## config.mk

```make
export PLATFORM = sky130hd
export DESIGN_NAME = seq_detect_prog
export DESIGN_NICKNAME = d
export VERILOG_FILES = /design/src/rtl/seqdet_pkg.sv /design/src/rtl/seqdet_sat_counter.sv /design/src/rtl/seq_detect_prog.sv
export SDC_FILE = /design/constraint.sdc
export NUM_CORES = 1
export LEC_CHECK = 0
export ABC_AREA = 1
export BUFFER_PORTS_ARGS = -buffer_cell sky130_fd_sc_hd__buf_2
export CAP_MARGIN = 20
export CORE_UTILIZATION = 40
export CTS_BUF_LIST = sky130_fd_sc_hd__clkbuf_8
export DETAILED_ROUTE_END_ITERATION = 16
export MAX_ROUTING_LAYER = met4
export SLEW_MARGIN = 5
export SYNTH_ARGS = -nofsm -noshare
export SYNTH_HDL_FRONTEND = slang
export SYNTH_HIERARCHICAL = 1
export SYNTH_SLANG_ARGS = --single-unit
```

## constraint.sdc

```tcl
create_clock -name clock -period 3.1 [get_ports clock]
set_clock_uncertainty 0.1 [all_clocks]
set_input_delay 0.31 -clock clock [delete_from_list [all_inputs] [get_ports clock]]
set_output_delay 0.31 -clock clock [all_outputs]
set_load 0.05 [all_outputs]
```

## src/rtl/seqdet_pkg.sv

```systemverilog
// seqdet_pkg: shared constants, match-mode encoding and a width helper for the
// programmable sequence detector.
//   DEF_PATTERN / DEF_LEN / DEF_OVERLAP : configuration loaded on reset
//   mode_e                              : MODE_NONOVL (0) / MODE_OVL (1)
//   clog2(v)                            : bits needed to index v values
package seqdet_pkg;

  localparam logic [7:0]  DEF_PATTERN = 8'b0010_1011;
  localparam int unsigned DEF_LEN     = 6;
  localparam bit          DEF_OVERLAP = 1'b1;

  typedef enum logic {
    MODE_NONOVL = 1'b0,
    MODE_OVL    = 1'b1
  } mode_e;

  function automatic int unsigned clog2(input int unsigned v);
    int unsigned r;
    r = 0;
    for (int unsigned i = 0; i < 32; i++) begin
      if ((64'd1 << i) < 64'(v)) r = i + 1;
    end
    return r;
  endfunction

endpackage

```

## src/rtl/seqdet_sat_counter.sv

```systemverilog
// seqdet_sat_counter: saturating up-counter with synchronous clear.
//   clock, reset : rising-edge clock, asynchronous active-high reset
//   clear        : synchronous clear; clear together with inc yields 1
//   inc          : count one event, holds at all-ones
//   count        : current value
module seqdet_sat_counter #(
  parameter int unsigned CNT_W = 16
) (
  input  logic             clock,
  input  logic             reset,
  input  logic             clear,
  input  logic             inc,
  output logic [CNT_W-1:0] count
);

  logic [CNT_W-1:0] count_q, count_d;

  always_comb begin
    count_d = count_q;
    if (clear) begin
      count_d = inc ? CNT_W'(1) : '0;
    end else if (inc && (count_q != '1)) begin
      count_d = count_q + 1'b1;
    end
  end

  always_ff @(posedge clock or posedge reset) begin
    if (reset) count_q <= '0;
    else       count_q <= count_d;
  end

  assign count = count_q;

endmodule

```

## src/rtl/seq_detect_prog.sv

```systemverilog
// seq_detect_prog: runtime-programmable serial bit-sequence detector.
//   clock, reset        : rising-edge clock, asynchronous active-high reset
//   sequence_in/in_valid: serial bit, sampled only while in_valid is high
//   cfg_load            : strobe loading cfg_pattern (right-aligned, bit
//                         cfg_len-1 arrives first), cfg_len, cfg_overlap
//   cnt_clear           : synchronous clear of match_count
//   detector_out        : registered one-cycle match pulse
//   match_count         : saturating number of matches
//   armed               : next valid bit can complete a match
module seq_detect_prog #(
  parameter int unsigned        MAX_LEN     = 8,
  parameter int unsigned        CNT_W       = 16,
  parameter logic [MAX_LEN-1:0] DEF_PATTERN = MAX_LEN'(seqdet_pkg::DEF_PATTERN),
  parameter int unsigned        DEF_LEN     = seqdet_pkg::DEF_LEN,
  parameter bit                 DEF_OVERLAP = seqdet_pkg::DEF_OVERLAP
) (
  input  logic                                   clock,
  input  logic                                   reset,
  input  logic                                   sequence_in,
  input  logic                                   in_valid,
  input  logic                                   cfg_load,
  input  logic [MAX_LEN-1:0]                     cfg_pattern,
  input  logic [seqdet_pkg::clog2(MAX_LEN+1)-1:0] cfg_len,
  input  logic                                   cfg_overlap,
  input  logic                                   cnt_clear,
  output logic                                   detector_out,
  output logic [CNT_W-1:0]                       match_count,
  output logic                                   armed
);

  import seqdet_pkg::*;

  localparam int unsigned     LW        = clog2(MAX_LEN + 1);
  localparam logic [LW-1:0]   MAX_LEN_L = LW'(MAX_LEN);

  logic [MAX_LEN-1:0] hist_q, hist_d, pat_q, pat_d;
  logic [MAX_LEN-1:0] nh, mask;
  logic [LW-1:0]      fill_q, fill_d, len_q, len_d, nf;
  mode_e              ovl_q, ovl_d;
  logic               det_q, det_d;
  logic               match;

  always_comb begin
    nh = {hist_q[MAX_LEN-2:0], sequence_in};
    nf = (fill_q >= MAX_LEN_L) ? MAX_LEN_L : fill_q + 1'b1;

    // Only the low len_q history bits take part in the compare.
    mask = '0;
    for (int unsigned i = 0; i < MAX_LEN; i++) begin
      if (LW'(i) < len_q) mask[i] = 1'b1;
    end

    match  = 1'b0;
    hist_d = hist_q;
    fill_d = fill_q;
    pat_d  = pat_q;
    len_d  = len_q;
    ovl_d  = ovl_q;
    det_d  = 1'b0;

    if (cfg_load) begin
      // A valid bit arriving with the load strobe is dropped.
      pat_d = cfg_pattern;
      ovl_d = mode_e'(cfg_overlap);
      if (cfg_len > MAX_LEN_L)  len_d = MAX_LEN_L;
      else if (cfg_len != '0)   len_d = cfg_len;
      fill_d = '0;
    end else if (in_valid) begin
      match  = (nf >= len_q) && (((nh ^ pat_q) & mask) == '0);
      hist_d = nh;
      fill_d = (match && (ovl_q == MODE_NONOVL)) ? '0 : nf;
      det_d  = match;
    end
  end

  always_ff @(posedge clock or posedge reset) begin
    if (reset) begin
      hist_q <= '0;
      fill_q <= '0;
      pat_q  <= DEF_PATTERN;
      len_q  <= LW'(DEF_LEN);
      ovl_q  <= mode_e'(DEF_OVERLAP);
      det_q  <= 1'b0;
    end else begin
      hist_q <= hist_d;
      fill_q <= fill_d;
      pat_q  <= pat_d;
      len_q  <= len_d;
      ovl_q  <= ovl_d;
      det_q  <= det_d;
    end
  end

  seqdet_sat_counter #(
    .CNT_W (CNT_W)
  ) u_cnt (
    .clock (clock),
    .reset (reset),
    .clear (cnt_clear),
    .inc   (match),
    .count (match_count)
  );

  assign detector_out = det_q;
  // Extra bit keeps fill+1 from wrapping when MAX_LEN fills the LW range.
  assign armed = ({1'b0, fill_q} + 1'b1) >= {1'b0, len_q};

endmodule

```

==> flow_metrics.py, run 1 <==
metrics = {
    "status": {
        "outcome": "complete, no violations",
    },
    "critical_path": {
        "reg2reg_depth": 16,
        "r2r_start": "fill_q[0]",
        "cp.arrival_ns": 2.76,
        "crit_type": "reg -> reg",
        "critPathRequiredTime_ns": 3.23,
        "cp_max_fo": 8,
        "r2r_setup_slack_ns": 0.47,
        "r2r_end": "u_cnt/count[11]",
        "setup.worst_path.start_class": "flop",
        "cp-end-kind": "flop",
    },
    "job": {
        "cap_violations": 0,
    },
    "clock_network": {
        "clk_pin_slew_ns": 0.08,
        "clkLatencyLatePin_ns": 0.29,
        "cts_tree": "done",
        "cts_num_sinks": 41,
        "cts_buffers": 5,
        "cts_root_buffer": "clkbuf_8",
        "htreeDepth": 2,
        "post_cts_buffers": 0,
        "cts_max_path_buffers": 2,
    },
    "grt": {
        "grt_overflow_total": 0,
        "grt_usage": 0.183,
        "grt_pass1_vias": 1970,
        "grt_max_degree": 26,
        "antenna_found_initial": 0,
        "grt_pass1_wl_um": 9110,
    },
    "min_path": {
        "min_to": "pat_q[5]",
        "min_path_type": "in -> reg",
        "hold_depth": 3,
        "hp-start": "cfg_pattern[5]",
    },
    "sta": {
        "finalHoldViolCount": 0,
        "min_period_over_period": 0.848,
        "setup_viol": 0,
        "relSlewSlack": 0.570,
        "worst_slew_pin_slew_ns": 0.644,
        "fmax_mhz": 380,
        "rsz0062_at_grt": "no",
        "period_minus_slack_ns": 2.63,
        "setup-tns-final_ns": 0,
        "finalMaxSlewViolations": 0,
        "whs_ns": 0.105,
    },
    "floorplan": {
        "ioPinCount": 37,
        "initial_core_util": 0.425,
        "die_area_mm2": 0.00676,
        "die_h_um": 82.2,
        "rows": 28,
        "die_width_um": 82.2,
        "core_area_mm2": 0.00606,
    },
    "cells_and_area": {
        "post-route-util": 0.488,
        "nFillCells": 621,
        "regArea_mm2": 0.00103,
        "final_layout_size_suffix_gt1_frac": 0.203,
        "multi_input_area_mm2": 0.00133,
        "fin_nets": 428,
        "area_growth_pct": 14.8,
        "design_area_mm2": 0.00296,
        "diodes": 0,
    },
    "route": {
        "first_iter_violations": 126,
        "routed_wirelength_um": 5600,
        "drt-pass1-iter-count": 5,
        "ant_nets": 0,
        "drc_errors": 0,
        "vias": 2297,
        "avgViaCountPerCell": 4.85,
        "wl_per_cell_um": 11.8,
    },
    "power_and_ir_drop": {
        "p_per_area_mw_per_mm2": 411,
        "leakage_uw": 0.00159,
        "ir_worst_vdd_mv": 0.302,
    },
    "yosys": {
        "synthTopCellsByCount": "nand2_1 (127), inv_1 (38), dfrtp_1 (34)",
        "yosys.area.top_type": "dfrtp_1",
        "yosys_most_used_dff": "dfrtp_1",
        "syn_nets": 387,
        "syn-instance-count": 357,
        "synth_cell_types": 29,
        "seq_area_frac_synth": 0.402,
        "synth_area_leaders": "dfrtp_1 (33%), nand2_1 (19%), dfstp_2 (7.1%)",
        "synth_top_area_share": 0.331,
        "synth_most_common_cell": "nand2_1",
        "synth_seq_cells": 41,
        "postSynth.asyncResetShare": 1.00,
        "postSynthAreaPerCell_um2": 7.21,
        "synth_edf_count": 0,
        "syn_area_mm2": 0.00257,
        "yosysWarnings": 6,
    },
    "place": {
        "place_area_mm2": 0.00283,
        "place_hpwl_um": 4070,
        "port_buffers": 36,
        "place_congestion": 0.839,
    },
}
## cells by family (layout without fill, tap and decap cells)
family / after synthesis / after routing / synth area share
adders and majority gates: 11 / 11 / 0.0535
xor gates and xnor gates: 5 / 5 / 0.0170
and+or+nand+nor: 217 / 217 / 0.386
buffers and inverters: 52 / 94 / 0.0797
DFF: 41 / 41 / 0.402
AOI/OAI and AO/OA: 31 / 31 / 0.0622
## stage by stage
stage / power (uW) / instances / worst slack, ns
2_1_floorplan: 804 / 357 / 0.649
3_3_place_gp: 862 / 464 / 0.542
3_5_place_dp: 866 / 464 / 0.491
4_1_cts: 1230 / 472 / 0.473
5_1_grt: 1290 / 474 / 0.130
6_report: 1210 / 474 / 0.471
## where the power goes
group	total (uW)	leakage (uW)	switching (uW)	internal [uW]
sequential	608	0.000526	30.8	577
combinational	252	0.00102	163	89.2
clock	354	0.0000416	198	156
## critical path, cell delays in order, from the launching register on
cell	delay (ns)
dfrtp_1	0.42
inv_1	0.07
ha_1	0.31
inv_1	0.09
nor2_1	0.05
ha_1	0.29
inv_1	0.04
nor2_1	0.07
o21ai_0	0.09
nand3_2	0.10
nand3_1	0.07
nor2_1	0.13
inv_1	0.10
nor2_2	0.25
buf_4	0.22
nand4_1	0.09
nand2_1	0.08
## metal layers
layer / vias to the layer above / GRT usage / share of wire
met2: 47 / 0.268 / 0.43
met1: 1041 / 0.260 / 0.53
met5: - / - / 0
met3: 2 / 0.0341 / 0.039
li1: 1207 / - / -
met4: 0 / 0.0386 / 0.0046
## worst max-delay path by stage
stage	start	to	depth (start not counted)	slack (ns)
2_1_floorplan	fill_q[0]	u_cnt/count[7]	16	0.65
3_3_place_gp	fill_q[0]	u_cnt/count[11]	16	0.54
3_5_place_dp	fill_q[0]	u_cnt/count[10]	16	0.49
4_1_cts	fill_q[0]	u_cnt/count[11]	16	0.47
5_1_grt	fill_q[0]	u_cnt/count[14]	18	0.13
6_report	fill_q[0]	u_cnt/count[11]	16	0.47
## layout by cell type, fill, tap and decap left out, types with 7 or more instances in the layout
master	netlist	routed
o21ai_0	22	22
dfrtp_1	34	34
buf_2	2	36
ha_1	11	11
dfstp_2	7	7
nand3_1	24	24
nand2_2	8	8
nand4_1	12	12
nand2_1	127	127
nor2_1	29	29
inv_2	7	7
inv_1	38	39
## final cells by class
type,instances,area share
multi-input cells,264,0.451
flip-flops and latches,41,0.350
repair buffers,40,0.0787
inverters,46,0.0584
well taps,75,0.0318
clock buffers,5,0.0233
clock inverters,3,0.00635
## sequential cells by signal, indices dropped and copies added (netlist names)
| name | cells |
|---|---|
| detector_out | 1 |
| fill_q | 4 |
| hist_q | 7 |
| len_q | 4 |
| ovl_q | 1 |
| pat_q | 8 |
| u_cnt/count | 16 |
## timing repair
| item | 4_1_cts | 5_1_grt |
|---|---|---|
| hold buffers | 0 | 1 |
| endpoints found under the hold margin | 0 | 3 |
| gates resized for setup | 0 | 0 |
(Power assumes the default switching activity.)
==> run 2, diff against run 1 <==
==> constraint.sdc (replaced) <==
create_clock -name clock -period 2.45 [get_ports clock]
set_clock_uncertainty 0.1 [all_clocks]
set_input_delay 0.245 -clock clock [delete_from_list [all_inputs] [get_ports clock]]
set_output_delay 0.245 -clock clock [all_outputs]
set_load 0.05 [all_outputs]
==> flow_metrics.py, run 2 (synthesis results as in run 1) <==
metrics = {
    "sta": {
        "fmax_mhz": 407,
        "fin_ws_ns": -0.00633,
        "worst_slew_pin_slew_ns": 0.656,
        "setup_viol": 1,
        "finalMaxSlewViolations": 0,
        "finalHoldViolCount": 0,
        "min_period_over_period": 1.00,
        "period_minus_slack_ns": 2.46,
        "relSlewSlack": 0.562,
        "rsz0062_at_grt": "yes",
    },
    "route": {
        "first_iter_violations": 124,
        "avgViaCountPerCell": 4.86,
        "ant_nets": 0,
        "wl_per_cell_um": 12.1,
        "vias": 2382,
        "routed_wirelength_um": 5940,
        "drc_errors": 0,
        "drt-pass1-iter-count": 4,
    },
    "critical_path": {
        "cp_max_fo": 4,
        "setup.worst_path.start_class": "flop",
        "crit_type": "reg -> reg",
        "reg2reg_depth": 19,
        "cp.arrival_ns": 2.54,
        "critPathRequiredTime_ns": 2.53,
        "cp-end-kind": "flop",
    },
    "cells_and_area": {
        "diodes": 0,
        "area_growth_pct": 26.0,
        "post-route-util": 0.535,
        "stdcell_count": 490,
        "final_common_cell": "nand2_1",
        "nFillCells": 596,
        "final_cell_mix": "nand2_1 (114), buf_2 (35), dfrtp_1 (34)",
        "fin_nets": 444,
        "final_layout_size_suffix_gt1_frac": 0.318,
        "largest_reg_flops": 16,
    },
    "floorplan": {
        "ioPinCount": 37,
        "core_area_mm2": 0.00606,
        "die_h_um": 82.2,
        "die_area_mm2": 0.00676,
        "initial_core_util": 0.425,
        "rows": 28,
        "die_width_um": 82.2,
    },
    "power_and_ir_drop": {
        "power_switching_uw": 514,
        "seqPwrFrac": 0.463,
        "p_per_area_mw_per_mm2": 513,
        "intPower_uw": 1150,
        "switching_share": 0.309,
        "ir_worst_vdd_mv": 0.323,
        "clkPwrFrac": 0.298,
        "power_uw": 1660,
        "leakage_uw": 0.00169,
        "combPwrFrac": 0.239,
    },
    "place": {
        "place_hpwl_um": 4200,
        "dp_cells": 475,
        "place_congestion": 0.879,
        "port_buffers": 36,
    },
    "clock_network": {
        "cts_max_path_buffers": 2,
        "cts_buffers": 5,
        "clkLatencyLatePin_ns": 0.29,
        "clk_pin_slew_ns": 0.08,
        "htreeDepth": 2,
        "cts_num_sinks": 41,
        "cts_root_buffer": "clkbuf_8",
        "cts_tree": "done",
    },
    "status": {
        "outcome": "finished, violations left",
        "failed_checks": "setup timing",
    },
    "grt": {
        "grt_usage": 0.196,
        "grt_pass1_wl_um": 9730,
        "antenna_found_initial": 0,
        "grt_max_degree": 26,
        "grt_pass1_vias": 2099,
        "grt_overflow_total": 0,
    },
    "min_path": {
        "min_path_type": "in -> reg",
        "hold_depth": 3,
    },
    "job": {
        "cap_violations": 0,
    },
}
[run 2: changes by cell type in the layout (fill, tap and decap cells not counted), sizes merged]
cell | before | now
clkinvlp | 2 | 0
clkbuf | 5 | 7
buf | 39 | 55
[run 2: power by group through the flow]
stage                     combinational (uW)  clock [uW]  sequential (uW)
after floorplan                          235           0              784
after global placement                   335           0              781
after detailed placement                 340           0              782
after CTS                                354         512              769
after global routing                     454         540              778
final                                    398         495              770
[run 2: what timing repair did]
action,4_1_cts,5_1_grt
hold buffers,1,0
endpoints found under the hold margin,34,0
setup endpoints to repair,17,17
pin swaps,2,20
buffers inserted,0,7
gates resized for setup,8,45
cloned,0,1
[run 2: worst paths after layout]
| check | slack (ns) | end | startpoint |
|---|---|---|---|
| worst max-delay path | -0.006 | u_cnt/count[9] | fill_q[1] |
| max in group asynchronous | 1.34 | u_cnt/count[11] | reset |
| worst min register to register | 0.38 | pat_q[5] | pat_q[5] |
| min in group asynchronous | 0.44 | fill_q[3] | reset |
| worst min-delay path | 0.04 | pat_q[5] | cfg_pattern[5] |
| worst max register to register | -0.006 | u_cnt/count[9] | fill_q[1] |
[run 2: area by class of cell]
class	instances	area, um^2	share of cell area
tap	75	93.8	0.0289
timing repair buffer	56	365	0.113
clock buffer	7	96.3	0.0297
multi-input combinational	264	1470	0.454
clock inverter	1	5.00	0.00154
sequential	41	1030	0.319
inverter	46	175	0.0540
[run 2: metal layers]
layer	wire length (um)	GRT usage
met3	169	0.0341
met2	2610	0.290
met1	3060	0.269
met4	98	0.0684
met5	0	-
[run 2: through the flow]
stage / hold slack [ns] / TNS [ns] / setup WS, ns / cell area, um^2
6_report: 0.0417 / -0.00633 / -0.00633 / 3240
5_1_grt: 0.0581 / -2.36 / -0.227 / 3240
4_1_cts: 0.0290 / 0 / 0.00665 / 3070
3_5_place_dp: 0.234 / -0.0916 / -0.0177 / 2930
3_3_place_gp: 0.232 / 0 / 0.0159 / 2930
2_1_floorplan: 0.0587 / 0 / 0.00702 / 2580
[run 2: critical path, stage by stage (launching register included)]
cell	delay (ns)
dfrtp_1	0.42
ha_2	0.24
nand2_2	0.06
inv_2	0.08
nor2_4	0.04
nand2_2	0.06
inv_2	0.05
ha_4	0.25
nand2_2	0.05
inv_2	0.06
nand3_2	0.06
nand3_2	0.07
nand3_2	0.09
nor2_4	0.15
buf_6	0.12
nand3_1	0.09
nor2_2	0.14
nand3_1	0.09
nand2_1	0.07
nor2_1	0.05
